<file path="config.mk">
export PLATFORM = sky130hd
export DESIGN_NAME = sensor_scheduler_flat
export DESIGN_NICKNAME = d
export VERILOG_FILES = /design/src/rtl/sensor_scheduler_if.sv /design/src/rtl/sensor_scheduler.sv /design/src/flat_wrapper.sv
export SDC_FILE = /design/constraint.sdc
export NUM_CORES = 1
export LEC_CHECK = 0
export CAP_MARGIN = 20
export CORE_MARGIN = 2
export CORE_UTILIZATION = 55
export CTS_BUF_LIST = sky130_fd_sc_hd__clkbuf_8
export DETAILED_ROUTE_END_ITERATION = 10
export PLACE_DENSITY = 0.77
export SYNTH_ARGS = -nofsm -noshare
export SYNTH_HDL_FRONTEND = slang
export SYNTH_SLANG_ARGS = --single-unit
</file>
<file path="constraint.sdc">
create_clock -name clk -period 8.1 [get_ports clk]
set_input_delay 0.81 -clock clk [delete_from_list [all_inputs] [get_ports clk]]
set_output_delay 0.81 -clock clk [all_outputs]
set_load 0.05 [all_outputs]
</file>
<file path="src/rtl/sensor_scheduler_if.sv">
// rtl/sensor_scheduler_if.sv - control, sensor pad and result signals of the sensor scheduler
interface sensor_scheduler_if #(
    parameter int NUM_SENSORS = 4,
    parameter int SEL_W       = 2,
    parameter int CNT_W       = 20
);
    logic                   enable;
    logic [NUM_SENSORS-1:0] sensor_mask;
    logic [NUM_SENSORS-1:0] echo_in;
    logic [NUM_SENSORS-1:0] trig_out;
    logic [SEL_W-1:0]       sensor_sel;
    logic                   busy;
    logic                   meas_valid;
    logic [SEL_W-1:0]       meas_sensor;
    logic [CNT_W-1:0]       meas_count;
    logic                   meas_timeout;

    // Controller / environment side: drives enable, mask and echo pads
    modport master (
        output enable, sensor_mask, echo_in,
        input  trig_out, sensor_sel, busy, meas_valid, meas_sensor, meas_count, meas_timeout
    );

    // Scheduler side
    modport slave (
        input  enable, sensor_mask, echo_in,
        output trig_out, sensor_sel, busy, meas_valid, meas_sensor, meas_count, meas_timeout
    );
endinterface

</file>
<file path="src/rtl/sensor_scheduler.sv">
// rtl/sensor_scheduler.sv - round-robin ultrasonic ping scheduler with echo width measurement
module sensor_scheduler #(
    parameter int NUM_SENSORS    = 4,
    parameter int SEL_W          = 2,
    parameter int CNT_W          = 20,
    parameter int TRIG_CYCLES    = 200,
    parameter int TIMEOUT_CYCLES = 760000,
    parameter int HOLDOFF_CYCLES = 20000
) (
    input logic              clk,
    input logic              reset,
    sensor_scheduler_if.slave bus
);

    typedef enum logic [2:0] {
        S_IDLE,
        S_CLEAR,
        S_TRIG,
        S_WAIT_ECHO,
        S_MEASURE,
        S_REPORT,
        S_HOLDOFF
    } state_t;

    // Terminal values of the shared timer for each timed state
    localparam logic [CNT_W-1:0] TRIG_LAST    = CNT_W'(TRIG_CYCLES - 1);
    localparam logic [CNT_W-1:0] TIMEOUT_LAST = CNT_W'(TIMEOUT_CYCLES - 1);
    localparam logic [CNT_W-1:0] HOLDOFF_LAST = CNT_W'(HOLDOFF_CYCLES - 1);
    localparam logic [SEL_W-1:0] SEL_RESET    = SEL_W'(NUM_SENSORS - 1);

    state_t                 state, state_next;
    logic [SEL_W-1:0]       sel, sel_next;
    logic [CNT_W-1:0]       timer, timer_next;
    logic [CNT_W-1:0]       echo_cnt, echo_cnt_next;
    logic                   seen_low, seen_low_next;
    logic [NUM_SENSORS-1:0] sync1, sync2;
    logic                   echo;

    logic                   load_result;
    logic [CNT_W-1:0]       result_count;
    logic                   result_timeout;

    logic [SEL_W-1:0]       meas_sensor_q;
    logic [CNT_W-1:0]       meas_count_q;
    logic                   meas_timeout_q;
    logic [NUM_SENSORS-1:0] trig_vec;

    // First set mask bit strictly after cur, wrapping; a lone bit selects itself again
    function automatic logic [SEL_W-1:0] next_index(input logic [SEL_W-1:0] cur,
                                                    input logic [NUM_SENSORS-1:0] mask);
        logic [SEL_W-1:0] r;
        logic             found;
        int               idx;
        r     = cur;
        found = 1'b0;
        for (int i = 1; i <= NUM_SENSORS; i++) begin
            idx = (int'(cur) + i) % NUM_SENSORS;
            if (!found && mask[idx]) begin
                r     = SEL_W'(idx);
                found = 1'b1;
            end
        end
        return r;
    endfunction

    assign echo = sync2[sel];

    // Two-flop synchronizer on every raw echo line
    always_ff @(posedge clk) begin
        if (!reset) begin
            sync1 <= '0;
            sync2 <= '0;
        end else begin
            sync1 <= bus.echo_in;
            sync2 <= sync1;
        end
    end

    // State, selection, counters and held result registers
    always_ff @(posedge clk) begin
        if (!reset) begin
            state          <= S_IDLE;
            sel            <= SEL_RESET;
            timer          <= '0;
            echo_cnt       <= '0;
            seen_low       <= 1'b0;
            meas_sensor_q  <= '0;
            meas_count_q   <= '0;
            meas_timeout_q <= 1'b0;
        end else begin
            state    <= state_next;
            sel      <= sel_next;
            timer    <= timer_next;
            echo_cnt <= echo_cnt_next;
            seen_low <= seen_low_next;
            if (load_result) begin
                meas_sensor_q  <= sel;
                meas_count_q   <= result_count;
                meas_timeout_q <= result_timeout;
            end
        end
    end

    // Ping sequencing: one shared timer is restarted at every timed state boundary
    always_comb begin
        state_next     = state;
        sel_next       = sel;
        timer_next     = timer;
        echo_cnt_next  = echo_cnt;
        seen_low_next  = seen_low;
        load_result    = 1'b0;
        result_count   = '0;
        result_timeout = 1'b0;
        case (state)
            S_IDLE: begin
                if (bus.enable && (|bus.sensor_mask)) begin
                    sel_next   = next_index(sel, bus.sensor_mask);
                    state_next = S_CLEAR;
                end
            end
            S_CLEAR: begin
                timer_next    = '0;
                echo_cnt_next = '0;
                seen_low_next = 1'b0;
                state_next    = S_TRIG;
            end
            S_TRIG: begin
                if (timer == TRIG_LAST) begin
                    timer_next = '0;
                    state_next = S_WAIT_ECHO;
                end else begin
                    timer_next = timer + 1'b1;
                end
            end
            S_WAIT_ECHO: begin
                timer_next    = timer + 1'b1;
                seen_low_next = seen_low | ~echo;
                if (timer == TIMEOUT_LAST) begin
                    load_result    = 1'b1;
                    result_timeout = 1'b1;
                    state_next     = S_REPORT;
                end else if (seen_low && echo) begin
                    // The rising cycle is itself the first high cycle of the pulse
                    echo_cnt_next = CNT_W'(1);
                    state_next    = S_MEASURE;
                end
            end
            S_MEASURE: begin
                timer_next = timer + 1'b1;
                if (!echo) begin
                    load_result  = 1'b1;
                    result_count = echo_cnt;
                    state_next   = S_REPORT;
                end else if (timer == TIMEOUT_LAST) begin
                    load_result    = 1'b1;
                    result_count   = echo_cnt + 1'b1;
                    result_timeout = 1'b1;
                    state_next     = S_REPORT;
                end else begin
                    echo_cnt_next = echo_cnt + 1'b1;
                end
            end
            S_REPORT: begin
                timer_next = '0;
                state_next = S_HOLDOFF;
            end
            S_HOLDOFF: begin
                if (timer == HOLDOFF_LAST) begin
                    timer_next = '0;
                    if (bus.enable && (|bus.sensor_mask)) begin
                        sel_next   = next_index(sel, bus.sensor_mask);
                        state_next = S_CLEAR;
                    end else begin
                        state_next = S_IDLE;
                    end
                end else begin
                    timer_next = timer + 1'b1;
                end
            end
            default: state_next = S_IDLE;
        endcase
    end

    // Trigger decode straight from the state flop so reset cuts it on the next edge
    always_comb begin
        trig_vec = '0;
        if (state == S_TRIG) trig_vec[sel] = 1'b1;
    end

    assign bus.trig_out     = trig_vec;
    assign bus.sensor_sel   = sel;
    assign bus.busy         = (state != S_IDLE);
    assign bus.meas_valid   = (state == S_REPORT);
    assign bus.meas_sensor  = meas_sensor_q;
    assign bus.meas_count   = meas_count_q;
    assign bus.meas_timeout = meas_timeout_q;

endmodule

</file>
<file path="src/flat_wrapper.sv">
// flat-port wrapper written by rule: the top's interface ports become plain ports
module sensor_scheduler_flat 
#(
    parameter int NUM_SENSORS    = 4,
    parameter int SEL_W          = 2,
    parameter int CNT_W          = 20,
    parameter int TRIG_CYCLES    = 200,
    parameter int TIMEOUT_CYCLES = 760000,
    parameter int HOLDOFF_CYCLES = 20000
)
  (clk, reset, bus_enable, bus_sensor_mask, bus_echo_in, bus_trig_out, bus_sensor_sel, bus_busy, bus_meas_valid, bus_meas_sensor, bus_meas_count, bus_meas_timeout);
  sensor_scheduler_if #(.NUM_SENSORS(NUM_SENSORS), .SEL_W(SEL_W), .CNT_W(CNT_W)) bus_i ();
  input logic clk;
  input logic reset;
  input wire logic [$bits(bus_i.enable)-1:0] bus_enable;
  input wire logic [$bits(bus_i.sensor_mask)-1:0] bus_sensor_mask;
  input wire logic [$bits(bus_i.echo_in)-1:0] bus_echo_in;
  output wire logic [$bits(bus_i.trig_out)-1:0] bus_trig_out;
  output wire logic [$bits(bus_i.sensor_sel)-1:0] bus_sensor_sel;
  output wire logic [$bits(bus_i.busy)-1:0] bus_busy;
  output wire logic [$bits(bus_i.meas_valid)-1:0] bus_meas_valid;
  output wire logic [$bits(bus_i.meas_sensor)-1:0] bus_meas_sensor;
  output wire logic [$bits(bus_i.meas_count)-1:0] bus_meas_count;
  output wire logic [$bits(bus_i.meas_timeout)-1:0] bus_meas_timeout;
  assign bus_i.enable = bus_enable;
  assign bus_i.sensor_mask = bus_sensor_mask;
  assign bus_i.echo_in = bus_echo_in;
  assign bus_trig_out = bus_i.trig_out;
  assign bus_sensor_sel = bus_i.sensor_sel;
  assign bus_busy = bus_i.busy;
  assign bus_meas_valid = bus_i.meas_valid;
  assign bus_meas_sensor = bus_i.meas_sensor;
  assign bus_meas_count = bus_i.meas_count;
  assign bus_meas_timeout = bus_i.meas_timeout;
  sensor_scheduler #(.NUM_SENSORS(NUM_SENSORS), .SEL_W(SEL_W), .CNT_W(CNT_W), .TRIG_CYCLES(TRIG_CYCLES), .TIMEOUT_CYCLES(TIMEOUT_CYCLES), .HOLDOFF_CYCLES(HOLDOFF_CYCLES)) u_core (.clk(clk), .reset(reset), .bus(bus_i));
endmodule
</file>
# ---- Yosys cells after proc, flatten, opt, wreduce, memory -nomap -nowiden
# Index checks and enable logic that the tools add are counted.
dict set report totals {
  reg_bits 77
  out_inout_bits 31
}
dict set report classes {
  addsub 6
  order_cmp 6
  n_eq_ne 19
  muxes 73
  n_bitwise 6
  n_reduce_logical 31
}
# op n
set ops {}
lappend ops {{20-bit two-way mux} 9}
lappend ops {{20-bit case mux with 4 select lines} 1}
lappend ops {{20-bit case mux with 3 select lines} 1}
lappend ops {{20-bit by 1-bit adder with 20-bit output (second input constant)} 2}
lappend ops {{1-bit two-way mux} 33}
lappend ops {{3-bit two-way mux} 7}
lappend ops {{3-bit case mux with 7 select lines} 1}
lappend ops {{20-bit by 15-bit equality test with 1-bit output (second input constant)} 1}
lappend ops {{20-bit equality test (second input constant)} 1}
lappend ops {{20-bit by 8-bit equality test with 1-bit output (second input constant)} 1}
lappend ops {{2-bit two-way mux} 10}
lappend ops {{3-bit by 4-bit less-than comparator with 1-bit output (second input constant)} 4}
lappend ops {{2-bit by 1-bit inequality test with 1-bit output (second input constant)} 6}
lappend ops {{2-bit OR reduction} 6}
lappend ops {{1-bit binary-select mux with 2-bit select} 5}
lappend ops {{5-bit AND reduction} 2}
lappend ops {{3-bit equality test (second input constant)} 3}
lappend ops {{1-bit logical AND} 9}
lappend ops {{3-bit by 2-bit equality test with 1-bit output (second input constant)} 2}
lappend ops {{1-bit logical NOT} 6}
lappend ops {{1-bit case mux with 2 select lines} 3}
lappend ops {{3-bit nonzero test} 2}
lappend ops {{2-bit by 1-bit adder with 2-bit output (second input constant)} 2}
lappend ops {{2-bit adder (second input constant)} 2}
lappend ops {{other kinds (17)} 22}

# ---- Logic depth before layout (Yosys ltp)
# Gate-level depths: netlist of run 1.
dict set report depth {
  ltp_word 28
  depth_mapped 10
}

# ---- Worst setup path after synthesis of run 1
# Ideal clock, no wire load.
dict set report synth_timing {
  path_type {flip-flop to flip-flop}
  from {register u_core.sel[0] (netlist: u_core.bus.sensor_sel[0])}
  to {register u_core.state[2]}
  setup_ns 0.091
  arrival_time_ns 2.690
  required_time_ns 8.009
  slack_ns 5.319
  stages_incl_launch_ff 9
  path_buffers 2
  cell_sequence {dfxtp_1 -> buf_2 -> mux4_2 -> nand2_1 -> clkbuf_1 -> o21ai_0 -> a221oi_4 -> a31oi_1 -> a311oi_1}
}
dict set report synth_between {
  elab_chain_cells 5
  word_cells_on_any_way 8
  classes_between {2 x eq/ne; 4 x mux; 2 x reduce/logical}
}
# element line
set synth_rtl {}
lappend synth_rtl {{start: declaration} sensor_scheduler.sv:32} ;# logic [SEL_W-1:0] sel, sel_next;
lappend synth_rtl {{start signal: assignment} sensor_scheduler.sv:92} ;# sel <= sel_next;
lappend synth_rtl {{1-bit binary-select mux with 2-bit select (*)} sensor_scheduler.sv:66} ;# assign echo = sync2[sel];
lappend synth_rtl {{1-bit two-way mux (not written as such) (*)} sensor_scheduler.sv:66}
lappend synth_rtl {{1-bit logical AND} sensor_scheduler.sv:142} ;# end else if (seen_low && echo) begin
lappend synth_rtl {{3-bit by 1-bit inequality test with 1-bit output (no line)} --}
lappend synth_rtl {{5-bit AND reduction (no line)} --}
lappend synth_rtl {{end signal: assignment} sensor_scheduler.sv:91} ;# state <= state_next;
lappend synth_rtl {{end: declaration} sensor_scheduler.sv:31} ;# state_t state, state_next;
# Mark *: on every way between the ends. The rest lies on a longest branch, timed or not. The select of a mux whose other input is x is not followed.
# A chain may end at the register's enable or synchronous reset.

==> qor.yml, run 1 <==
outcome:
  status: "finished, final reports clean"
synthesis:
  synth_warnings: 0
  synthCells: 542
  ys_seq_area_frac: 0.355
  syn-num-nets: 559
  async_flop_share: 0
  synth_edf_count: 0
  avgSynthCellArea_um2: 8.00
  synthFlopType: "dfxtp_1"
  yosysUniqueCellTypes: 64
  ys_seq_elements: 77
  netlist_area_um2: 4340
worst_setup_path:
  path_cells: "clkdlybuf4s50_1 > clkinv_1 > nor2_1 > buf_4 > o2bb2ai_1"
  r2r_end: "u_core.echo_cnt[12]$_SDFFE_PN0P_"
  arrival_ns: 3.89
  cp-startpoint: "reset"
  cp.required_ns: 8.37
  crit_slowest_cell: "clkdlybuf4s50_1"
  cpPeakStageDelay_ns: 1.09
  r2r-start: "u_core.bus.sensor_sel[0]$_SDFFE_PN1P_"
  critical_path_class: "input port to flop"
  cp_max_fo: 30
  r2r.worst_path.cells: 6
  start_kind: "input port"
  r2r_slack_ns: 4.63
  crit_path_end_kind: "flop"
place:
  dp_hpwl_mm: 7.19
  gp_congestion: 0.907
  numPortBuffers: 41
  place_inst: 648
min_path:
  hold_class: "flop to flop"
  min_to: "u_core.sync2[0]$_SDFF_PN0_"
  whs_path_depth: 1
  hold_path.startpoint: "u_core.sync1[0]$_SDFF_PN0_"
pwr:
  powerDensity_nw_per_um2: 230
  peakVddDrop_mv: 0.111
  leakage_uw: 0.00176
  finalPower_uw: 1140
grt:
  grt_pass1_wl_mm: 18.1
  grt_use_met3: 0.0480
  grt.total_usage: 0.257
  grt-busiest-layer: "met2"
  grt_pass1_vias: 3724
  grt-ovfl-total: 0
  antenna_found_initial: 0
  grt_max_degree: 31
  use_met1: 0.380
  use_met2: 0.391
detailed_routing:
  firstDrtPassIters: 5
  avgRoutedWirePerCell_um: 16.2
  drc: 0
  routed_via_density: 6.18
  finalWirelength_mm: 10.8
  num_vias: 4105
  ant_nets: 0
  drt_iter0_drc: 407
floorplanning:
  initial_core_util: 0.564
  die_w_um: 92.8
  die_area_um2: 8610
  core_um2: 7690
  die_y_um: 92.8
  ios: 42
  row_count: 32
timing:
  max_freq_ghz: 0.277
  slew_viol_final: 0
  period_share: 0.446
  rsz0062_at_grt: "false"
  slew_headroom: 0.262
  setup_tns_ns: 0
  hold_viol: 0
  tightest_slew_ns: 1.10
  setup_violations: 0
  min_period_ns: 3.61
  fin_skew_ns: 0.0105
clock_tree:
  cts_resized: 0
  clock_latency_ns: 0.36
  cts_tree: "yes"
  cts_buffers: 9
  clock_sinks: 77
  ctsHoldBuffers: 0
  postCtsSetupBuffers: 0
  h-tree-depth: 3
  path_clk_slew_ns: 0.09
  clockBufferDepth: 2
  cts_root_buf: "clkbuf_8"
layout:
  final_core_util: 0.642
  multi_input_area_um2: 2590
  syn2layout_area_growth_pct: 13.7
  seq_area_um2: 1540
  finalNetCount: 574
  fillers: 667
  drive_gt1_frac: 0.0641
  antenna_cells: 0
  stdcell_count: 664
run:
  max_cap_viol_count: 0
## per-stage QoR
step                setup WS, ns  hold slack, ns  instance area [µm²]
floorplan                   5.32           0.412                 4340
detailed placement          4.11           0.433                 4730
finish                      4.49           0.445                 4930
CTS                         4.49           0.452                 4930
global placement            4.24           0.415                 4730
global route                4.17           0.467                 4930
## worst max-delay path: cells and delay by family
kind | cells | cell delay (ns)
AO/OA/AOI/OAI | 1 | 0.14
buffers and inverters | 3 | 2.15
AND/OR/NAND/NOR | 1 | 0.77
## how the worst max path moves through the flow
stage                                             end  slack [ns]  cells after the start
2_1_floorplan            u_core.state[2]$_SDFFE_PN0P_        5.32                      8
3_3_place_gp    u_core.bus.meas_count[1]$_SDFFE_PN0P_        4.24                      5
3_5_place_dp    u_core.bus.meas_count[1]$_SDFFE_PN0P_        4.11                      5
4_1_cts        u_core.bus.meas_count[18]$_SDFFE_PN0P_        4.49                      5
5_1_grt         u_core.bus.meas_count[4]$_SDFFE_PN0P_        4.17                      5
6_report       u_core.bus.meas_count[17]$_SDFFE_PN0P_        4.49                      5
## where the power goes
group | internal [µW] | total, µW | switching, µW
Combinational | 140 | 374 | 234
Clock | 147 | 308 | 161
Sequential | 399 | 455 | 55.4
Total | 687 | 1140 | 451
## per-layer routing
| metal | up-vias | share of wire | routed length [µm] |
|---|---|---|---|
| met2 | 144 | 0.44 | 4790 |
| met3 | 9 | 0.063 | 680 |
| met5 | - | 0 | 0 |
| met4 | 0 | 0.0055 | 59 |
| li1 | 2008 | - | - |
| met1 | 1944 | 0.49 | 5260 |
## logic make-up after synthesis
logic type / share of synthesized area
simple gates: 0.296
compound gates: 0.219
flops: 0.355
buf+inv: 0.0482
xor+xnor: 0.0343
mux: 0.0303
fa+ha+maj: 0.0173
## sequential cells by signal (all words and copies together) (netlist names)
signal,flops
u_core.bus.meas_timeout,1
u_core.bus.meas_count,20
u_core.echo_cnt,20
u_core.bus.sensor_sel,2
u_core.sync1,4
u_core.sync2,4
u_core.bus.meas_sensor,2
u_core.state,3
u_core.seen_low,1
u_core.timer,20
## synthesized netlist by cell type (5+ instances only)
cell       instances  area share
dfxtp_1           77        0.36
nor2_1            61       0.053
nand2_1           46       0.040
o21ai_0           31       0.036
a21oi_1           30       0.035
clkbuf_1          30       0.026
nand3_1           27       0.031
and3_1            23       0.033
nor3_1            16       0.018
a22oi_1           14       0.024
o2bb2ai_1         14       0.028
and2_1            11       0.016
inv_1             11      0.0095
nand4_1           11       0.016
xnor2_1           10       0.020
a31oi_1            8       0.012
buf_2              8      0.0092
nor3b_1            8       0.014
xor2_1             7       0.014
ha_1               6       0.017
or3_1              6      0.0087
a21o_1             5      0.0087
nor2b_1            5      0.0072
nor4_1             5      0.0072
## layout by cell type, fill, tap and decap left out, types with 14 or more instances in the layout
| cell | instances |
|---|---|
| nand3_1 | 27 |
| dfxtp_1 | 77 |
| a22oi_1 | 14 |
| nor3_1 | 16 |
| o2bb2ai_1 | 14 |
| and3_1 | 23 |
| a21oi_1 | 30 |
| nor2_1 | 61 |
| o21ai_0 | 31 |
| clkdlybuf4s50_1 | 41 |
| nand2_1 | 46 |
## cell type report
type | count | share of cell area
multi-input combinational | 414 | 0.524
sequential | 77 | 0.312
timing repair buffer | 43 | 0.0862
tap | 102 | 0.0259
clock buffer | 9 | 0.0251
clock inverter | 7 | 0.0167
inverter | 12 | 0.00913
(Power assumes the default switching activity.)
==> run 2, diff against run 1 <==
Settings changed: CORE_UTILIZATION 55 to 54, PLACE_DENSITY 0.77 to 0.79.
Clock period 8.1 ns to 3.05 ns, I/O delays scaled along.
==> run 2 against run 1 <==
Non-clock buffer count rose by 15. Clock-buffer cell count grew 1. Register-to-register slack worse by 4.4 ns. Global-route usage grew 0.65 points. Hold slack worse by 0.0053 ns. Largest cell class unchanged.
==> qor.yml, run 2 (synthesized netlist as in run 1, its figures left out) <==
worst_setup_path:
  critical_path_class: "flop to flop"
  start_kind: "flop"
  cp_top_family: "simple AND/OR/NAND/NOR gates"
  cp_max_fo: 10  # -67%
  arrival_ns: 3.04  # -0.85 ns
  cp.required_ns: 3.32  # -5.05 ns
  path_cells: "or3_4 > or4_1 > or4_4 > a221oi_4 > a31oi_1 > a311oi_1"
  crit_path_end_kind: "flop"
  worst-path-buf-inv: 0  # -3
  crit_slowest_cell: "or4_4"
  cpPeakStageDelay_ns: 0.63  # -0.46 ns
layout:
  syn2layout_area_growth_pct: 16.8
  final_cell_mix: "dfxtp_1 (77), nor2_1 (61), nand2_1 (46)"
  stdcell_count: 679  # +2.3%
  finalNetCount: 589  # +2.6%
  fin_area_um2: 5060  # +2.7%
  antenna_cells: 0  # unchanged
  drive_gt1_frac: 0.0867  # +0.0226
  mostFrequentLayoutCell: "dfxtp_1"
grt:
  grt_pass1_wl_mm: 18.7  # +3.3%
  grt-ovfl-total: 0  # unchanged
  grt_pass1_vias: 3907  # +4.9%
  grt.total_usage: 0.264  # +0.00653
  antenna_found_initial: 0  # unchanged
  grt_max_degree: 30  # -3.2%
detailed_routing:
  firstDrtPassIters: 4  # -1
  drt_iter0_drc: 305  # -25%
  finalWirelength_mm: 11.1  # +2.9%
  ant_nets: 0  # unchanged
  avgRoutedWirePerCell_um: 16.3  # +0.66%
  drc: 0  # unchanged
  dr_wl_met3_um: 830  # +22%
  num_vias: 4241  # +3.3%
  dr_wl_met2_mm: 4.98  # +4.0%
  routed_via_density: 6.25  # +1.0%
  wl_met1_mm: 5.10  # -2.9%
  highest_layer: "met4"
timing:
  slew_headroom: 0.287  # +0.0251
  tightest_slew_ns: 1.07  # -0.0375 ns
  rsz0062_at_grt: "false"
  hold_viol: 0  # unchanged
  fin_skew_ns: 0.0153  # +0.00485 ns
  min_period_ns: 2.78
  setup_violations: 0  # unchanged
  setup_tns_ns: 0  # unchanged
  max_freq_ghz: 0.360
  period_share: 0.911
  slew_viol_final: 0  # unchanged
clock_tree:
  h-tree-depth: 3  # unchanged
  postCtsSetupBuffers: 0  # unchanged
  cts_buffers: 9  # unchanged
  path_clk_slew_ns: 0.08  # about the same
  clock_sinks: 77  # unchanged
  cts_tree: "yes"
  cts_resized: 0  # unchanged
  clock_latency_ns: 0.35  # about the same
  clockBufferDepth: 2  # unchanged
  cts_root_buf: "clkbuf_8"
  ctsHoldBuffers: 0  # unchanged
floorplanning:
  die_area_um2: 8770  # +1.8%
  initial_core_util: 0.558  # -0.00582
  die_y_um: 93.6  # +0.88%
  ios: 42  # unchanged
  row_count: 32  # unchanged
  die_w_um: 93.6  # +0.88%
  core_um2: 7770  # +1.0%
pwr:
  powerDensity_nw_per_um2: 618  # +170%
  power_frac_seq: 0.355  # -0.045
  pwr-share-clk: 0.279  # +0.008
  internal_power_uw: 1960  # +190%
  swShare: 0.372  # -0.0244
  leakage_uw: 0.00184  # +4.9%
  switching_power_uw: 1160  # +160%
  peakVddDrop_mv: 0.263  # +140%
  combPwrFrac: 0.366  # +0.037
run:
  max_cap_viol_count: 0  # unchanged
place:
  numPortBuffers: 41  # unchanged
  gp_congestion: 0.926  # +2.2%
  place_inst: 663  # +2.3%
  dp_hpwl_mm: 7.61  # +5.8%
  dpl_cell_area_um2: 4840  # +2.4%
outcome:
  status: "finished, final reports clean"
min_path:
  hold_class: "flop to flop"
==> run 2: cell types whose count changed in the layout (fill, tap and decap cells not counted), sizes merged <==
cell    previous run  this run
buf                2        17
inv               14        12
bufinv             1         2
clkbuf             9        10
==> run 2: stage by stage <==
stage                     setup slack (ns)   util  total power (µW)  hold slack (ns)
after floorplan                      0.269      -              1980            0.412
after global placement               0.405  0.623              2230            0.422
after detailed placement             0.326  0.623              2260            0.423
after CTS                            0.298  0.652              3120            0.445
after global routing                 0.158  0.652              3290            0.459
final                                0.273  0.652              3130            0.439
==> run 2: layout make-up <==
| type | count | area [µm²] |
|---|---|---|
| fillers | 654 | 2700 |
| flip-flops and latches | 77 | 1540 |
| clock inverters | 6 | 87.6 |
| well taps | 102 | 128 |
| clock buffers | 10 | 138 |
| inverters | 12 | 45.0 |
| multi-input cells | 414 | 2590 |
| repair buffers | 58 | 538 |
==> run 2: power groups by stage <==
stage	logic (µW)	registers, µW	clock network [µW]
6_report	1140	1110	873
5_1_grt	1250	1120	919
4_1_cts	1130	1110	876
3_5_place_dp	1130	1130	0
3_3_place_gp	1110	1130	0
2_1_floorplan	813	1170	0
==> run 2: path summary, 6_finish.rpt <==
path                                                    from                            to  slack (ns)  cells past startpoint
worst min-delay path              u_core.sync1[2]$_SDFF_PN0_    u_core.sync2[2]$_SDFF_PN0_        0.44                      1
worst max register to register  u_core.timer[8]$_SDFFE_PN0P_  u_core.state[2]$_SDFFE_PN0P_        0.27                      6
worst max-delay path            u_core.timer[8]$_SDFFE_PN0P_  u_core.state[2]$_SDFFE_PN0P_        0.27                      6
worst min register to register    u_core.sync1[2]$_SDFF_PN0_    u_core.sync2[2]$_SDFF_PN0_        0.44                      1
==> run 2: worst reg2reg max path: stages, from the launching register on <==
cell      delay, ns
dfxtp_1        0.35
or3_4          0.40
or4_1          0.55
or4_4          0.63
a221oi_4       0.39
a31oi_1        0.14
a311oi_1       0.24
==> run 2: routing by layer <==
metal,track usage,up-vias
met1,0.373,1974
met3,0.0371,20
met5,0,-
met2,0.414,204
met4,0.0906,0
li1,-,2043
